$ cat src/rtl/weight_enum_12bit_if.sv
// Handshake bundle between the weight enumerator and its consumer.
// The slave modport is the enumerator side; master is the requester/consumer side.
interface weight_enum_12bit_if #(
   parameter int W  = 12,
   parameter int KW = 4
);
   logic          start;
   logic [KW-1:0] k;
   logic          busy;
   logic          out_valid;
   logic          out_ready;
   logic [W-1:0]  word;
   logic          last;
   logic [9:0]    idx;
   logic          err;

   modport slave (
      input  start, k, out_ready,
      output busy, out_valid, word, last, idx, err
   );

   modport master (
      output start, k, out_ready,
      input  busy, out_valid, word, last, idx, err
   );
endinterface

$ cat src/rtl/weight_enum_12bit.sv
// Enumerates every 12-bit word of Hamming weight k in increasing order,
// one word per valid/ready handshake, using a combinational Gosper step.
module weight_enum_12bit #(
   parameter int W  = 12,
   parameter int KW = 4
) (
   input  logic                 clk,
   input  logic                 rst,
   weight_enum_12bit_if.slave   bus_io
);
   typedef enum logic {IDLE = 1'b0, EMIT = 1'b1} state_t;

   state_t        state_q, state_d;
   logic [W-1:0]  word_q, word_d;
   logic [9:0]    idx_q, idx_d;
   logic [KW-1:0] k_q, k_d;
   logic          err_q, err_d;

   logic          k_ok;
   logic          hs;
   logic          last_w;
   logic [W-1:0]  top_mask;
   logic [W-1:0]  init_word;
   logic [W-1:0]  succ;
   logic [W-1:0]  low_bit;
   logic [W:0]    ripple;
   logic [W:0]    changed;
   logic [3:0]    tz;

   assign k_ok      = (bus_io.k <= KW'(W));
   // Final word has all k ones packed at the top; k=0/12 have a single word.
   assign top_mask  = ~({W{1'b1}} >> k_q);
   assign init_word = {W{1'b1}} >> (KW'(W) - bus_io.k);
   assign last_w    = (state_q == EMIT) &&
                      ((k_q == '0) || (k_q == KW'(W)) || (word_q == top_mask));
   assign hs        = (state_q == EMIT) && bus_io.out_ready;

   // Gosper successor of the current word, 13-bit intermediate sum
   always_comb begin
      low_bit = word_q & (~word_q + W'(1));
      ripple  = {1'b0, word_q} + {1'b0, low_bit};
      tz      = 4'd0;
      for (int i = W - 1; i >= 0; i--) begin
         if (word_q[i]) tz = 4'(i);
      end
      changed = (ripple ^ {1'b0, word_q}) >> (tz + 4'd2);
      succ    = ripple[W-1:0] | changed[W-1:0];
   end

   // State register
   always_ff @(posedge clk) begin
      if (rst) state_q <= IDLE;
      else     state_q <= state_d;
   end

   // Next-state logic: start only honoured in IDLE, leave on final handshake
   always_comb begin
      state_d = state_q;
      case (state_q)
         IDLE: if (bus_io.start && k_ok) state_d = EMIT;
         EMIT: if (hs && last_w)         state_d = IDLE;
         default: state_d = IDLE;
      endcase
   end

   // Datapath registers
   always_ff @(posedge clk) begin
      if (rst) begin
         word_q <= '0;
         idx_q  <= '0;
         k_q    <= '0;
         err_q  <= 1'b0;
      end else begin
         word_q <= word_d;
         idx_q  <= idx_d;
         k_q    <= k_d;
         err_q  <= err_d;
      end
   end

   // Datapath next values: load on accepted start, advance on non-final handshake
   always_comb begin
      word_d = word_q;
      idx_d  = idx_q;
      k_d    = k_q;
      err_d  = 1'b0;
      case (state_q)
         IDLE: begin
            if (bus_io.start) begin
               if (k_ok) begin
                  k_d    = bus_io.k;
                  idx_d  = '0;
                  word_d = init_word;
               end else begin
                  err_d  = 1'b1;
               end
            end
         end
         EMIT: begin
            if (hs && !last_w) begin
               word_d = succ;
               idx_d  = idx_q + 10'd1;
            end
         end
         default: ;
      endcase
   end

   // Outputs
   always_comb begin
      bus_io.busy      = (state_q == EMIT);
      bus_io.out_valid = (state_q == EMIT);
      bus_io.word      = word_q;
      bus_io.idx       = idx_q;
      bus_io.last      = last_w;
      bus_io.err       = err_q;
   end
endmodule

$ cat src/flat_wrapper.sv
// flat-port wrapper written by rule: the top's interface ports become plain ports
module weight_enum_12bit_flat 
#(
   parameter int W  = 12,
   parameter int KW = 4
)
  (clk, rst, bus_io_start, bus_io_k, bus_io_out_ready, bus_io_busy, bus_io_out_valid, bus_io_word, bus_io_last, bus_io_idx, bus_io_err);
  weight_enum_12bit_if #(.W(W), .KW(KW)) bus_io_i ();
  input  logic clk;
  input  logic rst;
  input wire logic [$bits(bus_io_i.start)-1:0] bus_io_start;
  input wire logic [$bits(bus_io_i.k)-1:0] bus_io_k;
  input wire logic [$bits(bus_io_i.out_ready)-1:0] bus_io_out_ready;
  output wire logic [$bits(bus_io_i.busy)-1:0] bus_io_busy;
  output wire logic [$bits(bus_io_i.out_valid)-1:0] bus_io_out_valid;
  output wire logic [$bits(bus_io_i.word)-1:0] bus_io_word;
  output wire logic [$bits(bus_io_i.last)-1:0] bus_io_last;
  output wire logic [$bits(bus_io_i.idx)-1:0] bus_io_idx;
  output wire logic [$bits(bus_io_i.err)-1:0] bus_io_err;
  assign bus_io_i.start = bus_io_start;
  assign bus_io_i.k = bus_io_k;
  assign bus_io_i.out_ready = bus_io_out_ready;
  assign bus_io_busy = bus_io_i.busy;
  assign bus_io_out_valid = bus_io_i.out_valid;
  assign bus_io_word = bus_io_i.word;
  assign bus_io_last = bus_io_i.last;
  assign bus_io_idx = bus_io_i.idx;
  assign bus_io_err = bus_io_i.err;
  weight_enum_12bit #(.W(W), .KW(KW)) u_core (.clk(clk), .rst(rst), .bus_io(bus_io_i));
endmodule
$ cat config.mk
export PLATFORM = sky130hd
export DESIGN_NAME = weight_enum_12bit_flat
export DESIGN_NICKNAME = d
export VERILOG_FILES = /design/src/rtl/weight_enum_12bit_if.sv /design/src/rtl/weight_enum_12bit.sv /design/src/flat_wrapper.sv
export SDC_FILE = /design/constraint.sdc
export NUM_CORES = 1
export LEC_CHECK = 0
export ABC_CLOCK_PERIOD_IN_PS = 2600
export BUFFER_PORTS_ARGS = -buffer_cell sky130_fd_sc_hd__buf_2
export CAP_MARGIN = 20
export CORE_ASPECT_RATIO = 0.75
export CORE_MARGIN = 2
export CORE_UTILIZATION = 50
export CTS_BUF_LIST = sky130_fd_sc_hd__clkbuf_4
export CTS_CLUSTER_DIAMETER = 80
export DETAILED_ROUTE_END_ITERATION = 10
export PLACE_DENSITY = 0.73
export REMOVE_ABC_BUFFERS = 1
export SLEW_MARGIN = 30
export SYNTH_ARGS = -nofsm -noshare
export SYNTH_HDL_FRONTEND = slang
export SYNTH_SLANG_ARGS = --single-unit
$ cat constraint.sdc
create_clock -name clk -period 2.6 [get_ports clk]
set_input_delay 0.13 -clock clk [delete_from_list [all_inputs] [get_ports clk]]
set_output_delay 0.13 -clock clk [all_outputs]
set_load 0.01 [all_outputs]
==> results by group <==
Worst hold path
  – Min-Delay Path Class: input port to flip-flop
  – Hold Path Depth: 3
  – Hold Crit Start: bus_io_k[1]
  – WHS Endpoint: u_core.k_q[1]

Synthesis
  – Mapped cell area: 2910 sq um
  – Mapped Avg Cell Area: 6.98 sq um
  – Post-synth EDFFs: 0
  – Main flop type after synthesis: dfxtp_1
  – Number of distinct library cells after synthesis: 75
  – Yosys top cell area share: 19.3%
  – Post-synth ARST share: 0%
  – Ranking of synthesized cells by area: dfxtp_1, a21oi_1, o21ai_0
  – Mapped Cells: 417
  – Flops & latches, synth: 28
  – Total number of yosys warnings: 0
  – Post-synth top area cell: dfxtp_1
  – Register area share after synthesis: 19.3%

Pwr
  – Comb pwr share: 72.5%
  – Max IR drop VDD: 0.446 mV
  – Int Power: 1.35 mW
  – Pwr Density: 697 nW/um^2
  – Clock power share: 7.4%
  – Flop pwr share: 20.1%
  – Post-layout power: 2.64 mW
  – Sw frac: 48.9%
  – Leak pwr: 1.56 nW
  – Switching power: 1.29 mW

Global route
  – GR Layer Usage met3: 7.87%
  – GR Util All Layers: 32.9%
  – First-pass GRT wire length: 16900 um
  – GR Overflow Total: 0
  – Vias in the first global route: 3329
  – Gr busiest metal: met1
  – Met2 Usage GRT: 47.6%
  – Pin count of the biggest net entering global routing: 28
  – Met1 GRT Util: 48.7%
  – Initial antenna violation count: 0

Detailed routing
  – Via count: 3735
  – Initial DRC Count: 519
  – Final WL: 10900 um
  – DRT Pass-1 Iters: 6
  – DRC: 0
  – Avg WL per Cell: 19.1 um
  – ANT nets after route: 0
  – Vias per inst: 6.53

Layout
  – Commonest non-fill, non-tap cells in the layout: buf_4, nand2_1, nor2_1
  – Most common cell after layout, fill and taps aside: buf_4
  – Area grow syn2layout: 30.1%
  – Non-Filler Instances: 572
  – Share of layout cells above drive strength 1: 31.2%
  – Antenna fix cells: 0
  – Final nets: 509

STA
  – Slew HR: 62.1%
  – Slew Limit Fails: 0
  – Slew @ Worst Pin: 0.564 ns
  – Unrepaired setup endpoints after global routing: yes
  – Final period utilization: 102%
  – Final setup viols: 4
  – Fin. Hold Viols: 0
  – FMAX: 0.377 GHz
  – Setup TNS: -0.0981 ns
  – Final worst slack: -0.0515 ns
  – Worst Skew: 0.00952 ns
  – Shortest period the worst path allows: 2.65 ns

CTS
  – Root Driver: clkbuf_4
  – Total CTS buffers: 3
  – Clock tree buffer depth: 2
  – Clock sinks: 28
  – CTS tree: yes
  – CTS clk-pin slew, worst paths: 0.16 ns
  – # H-tree levels: 1
  – Clk_lat worst skew: 0.34 ns

Worst setup path
  – Reg-to-Reg End: u_core.bus_io.word[4]
  – CP Cell Sequence: buf_4 > nor4_4 > nand2_2 > or4b_1 > o22ai_2 > a311oi_1 > buf_4 > o32ai_1 > o21ai_1 > a31oi_2
  – Buf/Inv on CP: 2
  – R2r startpoint: u_core.bus_io.word[3]
  – FF-to-FF setup slack: -0.05 ns
  – Delay-heaviest family, CP: compound AO/OA/AOI/OAI gates
  – Most frequent CP cell: buf_4
  – Slowest stage cell on the critical path: or4b_1
  – Endpoint type of the worst setup path: flip-flop
  – R2R depth: 10
  – Arrival @ worst endpoint: 2.91 ns
  – Max Fanout on Critical Path: 6
  – Slowest stage delay, CP: 0.49 ns
  – Required time of the critical path: 2.86 ns
  – Startpoint Class: flip-flop
  – CP Class: flip-flop to flip-flop

Die
  – Die area: 6450 sq um
  – Die X-Extent: 92.1 um
  – # rows: 24
  – # IOs: 34
  – Core ar.: 5710 sq um
  – Die H: 70.1 um
  – Initial Util: 51.0%

Job
  – Max-cap violations: 0

Placement
  – Hpwl dp: 8250 um
  – Final GP Congestion: 1.01
  – Port Buf Inserts: 33
  – DP Worst Slack: -0.117 ns
  – Post-Place Cells: 563

Status
  – Failing checks: setup timing
  – Status: finished with violations
## cell usage after synthesis (3+ instances only)
master and number:
o22ai_1 3, nand3b_1 3, a21oi_1 33, xor2_1 6
xnor2_1 8, and3_1 8, inv_1 15, a221oi_1 6
nand3_1 12, and2_1 3, nor3_1 18, ha_1 6
a311oi_1 6, a211oi_1 7, or2_2 3, buf_2 11
a32oi_1 3, nor2_1 37, o21bai_1 4, mux2i_1 3
dfxtp_1 28, o21ai_0 31, nand2b_1 13, clkbuf_1 23
a21o_1 5, nor2b_1 7, a211o_1 5, nand4_1 6
o31ai_1 3, o32ai_1 3, or3_1 4, a31oi_1 7
nand2_1 38
## how the worst max path moves through the flow
stage / cells after the start / slack [ns] / to / startpoint
2_1_floorplan: 9 / -0.57 / u_core.bus_io.word[6] / u_core.bus_io.word[2]
3_3_place_gp: 10 / -0.13 / u_core.bus_io.word[4] / u_core.bus_io.word[3]
3_5_place_dp: 10 / -0.12 / u_core.bus_io.word[4] / u_core.bus_io.word[3]
4_1_cts: 10 / 0.02 / u_core.bus_io.word[5] / u_core.bus_io.word[3]
5_1_grt: 10 / -0.08 / u_core.bus_io.word[10] / u_core.bus_io.word[5]
6_report: 10 / -0.05 / u_core.bus_io.word[4] / u_core.bus_io.word[3]
## routing by layer
layer / up-vias / part of all wire [%]
met4: 0 / 3.3
met2: 261 / 42
li1: 1707 / -
met1: 1728 / 43
met5: - / 0
met3: 39 / 12
## timing repair
action / CTS / global route
cloned: 0 / 0
gates resized for setup: 10 / 27
hold buffers: 0 / 0
pin swaps: 1 / 5
endpoints found under the setup margin: 8 / 12
buffers inserted: 0 / 5
## power by group through the flow
stage | sequential, mW | combinational (mW) | clock, mW
finish | 0.530 | 1.91 | 0.195
global route | 0.534 | 2.03 | 0.206
CTS | 0.526 | 1.72 | 0.197
detailed placement | 0.533 | 1.68 | 0
global placement | 0.530 | 1.68 | 0
floorplan | 0.589 | 0.856 | 0
## registers in the layout, indices dropped and copies added (netlist names)
register            cells
u_core.bus_io.idx      10
u_core.bus_io.busy      1
u_core.bus_io.word     12
u_core.bus_io.err       1
u_core.k_q              4
## logic make-up (layout without fill, tap and decap cells)
group	count (synthesis)	after routing	synth area share, %
buf+inv	52	129	7.57
fa+ha+maj	6	6	2.58
flops	28	28	19.3
xor+xnor	14	14	4.22
simple gates	166	166	29.4
compound gates	148	148	36.0
mux	3	3	1.03
## worst register-to-register path: stages, from the launching register on
cell,delay (ns)
dfxtp_4,0.40
buf_4,0.16
nor4_4,0.21
nand2_2,0.09
or4b_1,0.49
o22ai_2,0.23
a311oi_1,0.14
buf_4,0.20
o32ai_1,0.26
o21ai_1,0.12
a31oi_2,0.27
## metrics by stage
stage	instance area [sq um]	hold slack, ns	util [%]
after global routing	3780	0.0736	66.3
after global placement	3590	0.420	62.9
final	3780	0.0533	66.3
after detailed placement	3590	0.424	62.9
after CTS	3650	0.0564	64.1
after floorplan	2750	0.196	-
## final cells by class
class / instances / area [sq um]
flip-flops and latches: 28 / 574
repair buffers: 110 / 781
well taps: 78 / 97.6
clock buffers: 3 / 22.5
multi-input cells: 337 / 2250
inverters: 15 / 56.3
clock inverters: 1 / 3.75
fillers: 518 / 1920
No activity file was read; power rests on OpenSTA's default activity.
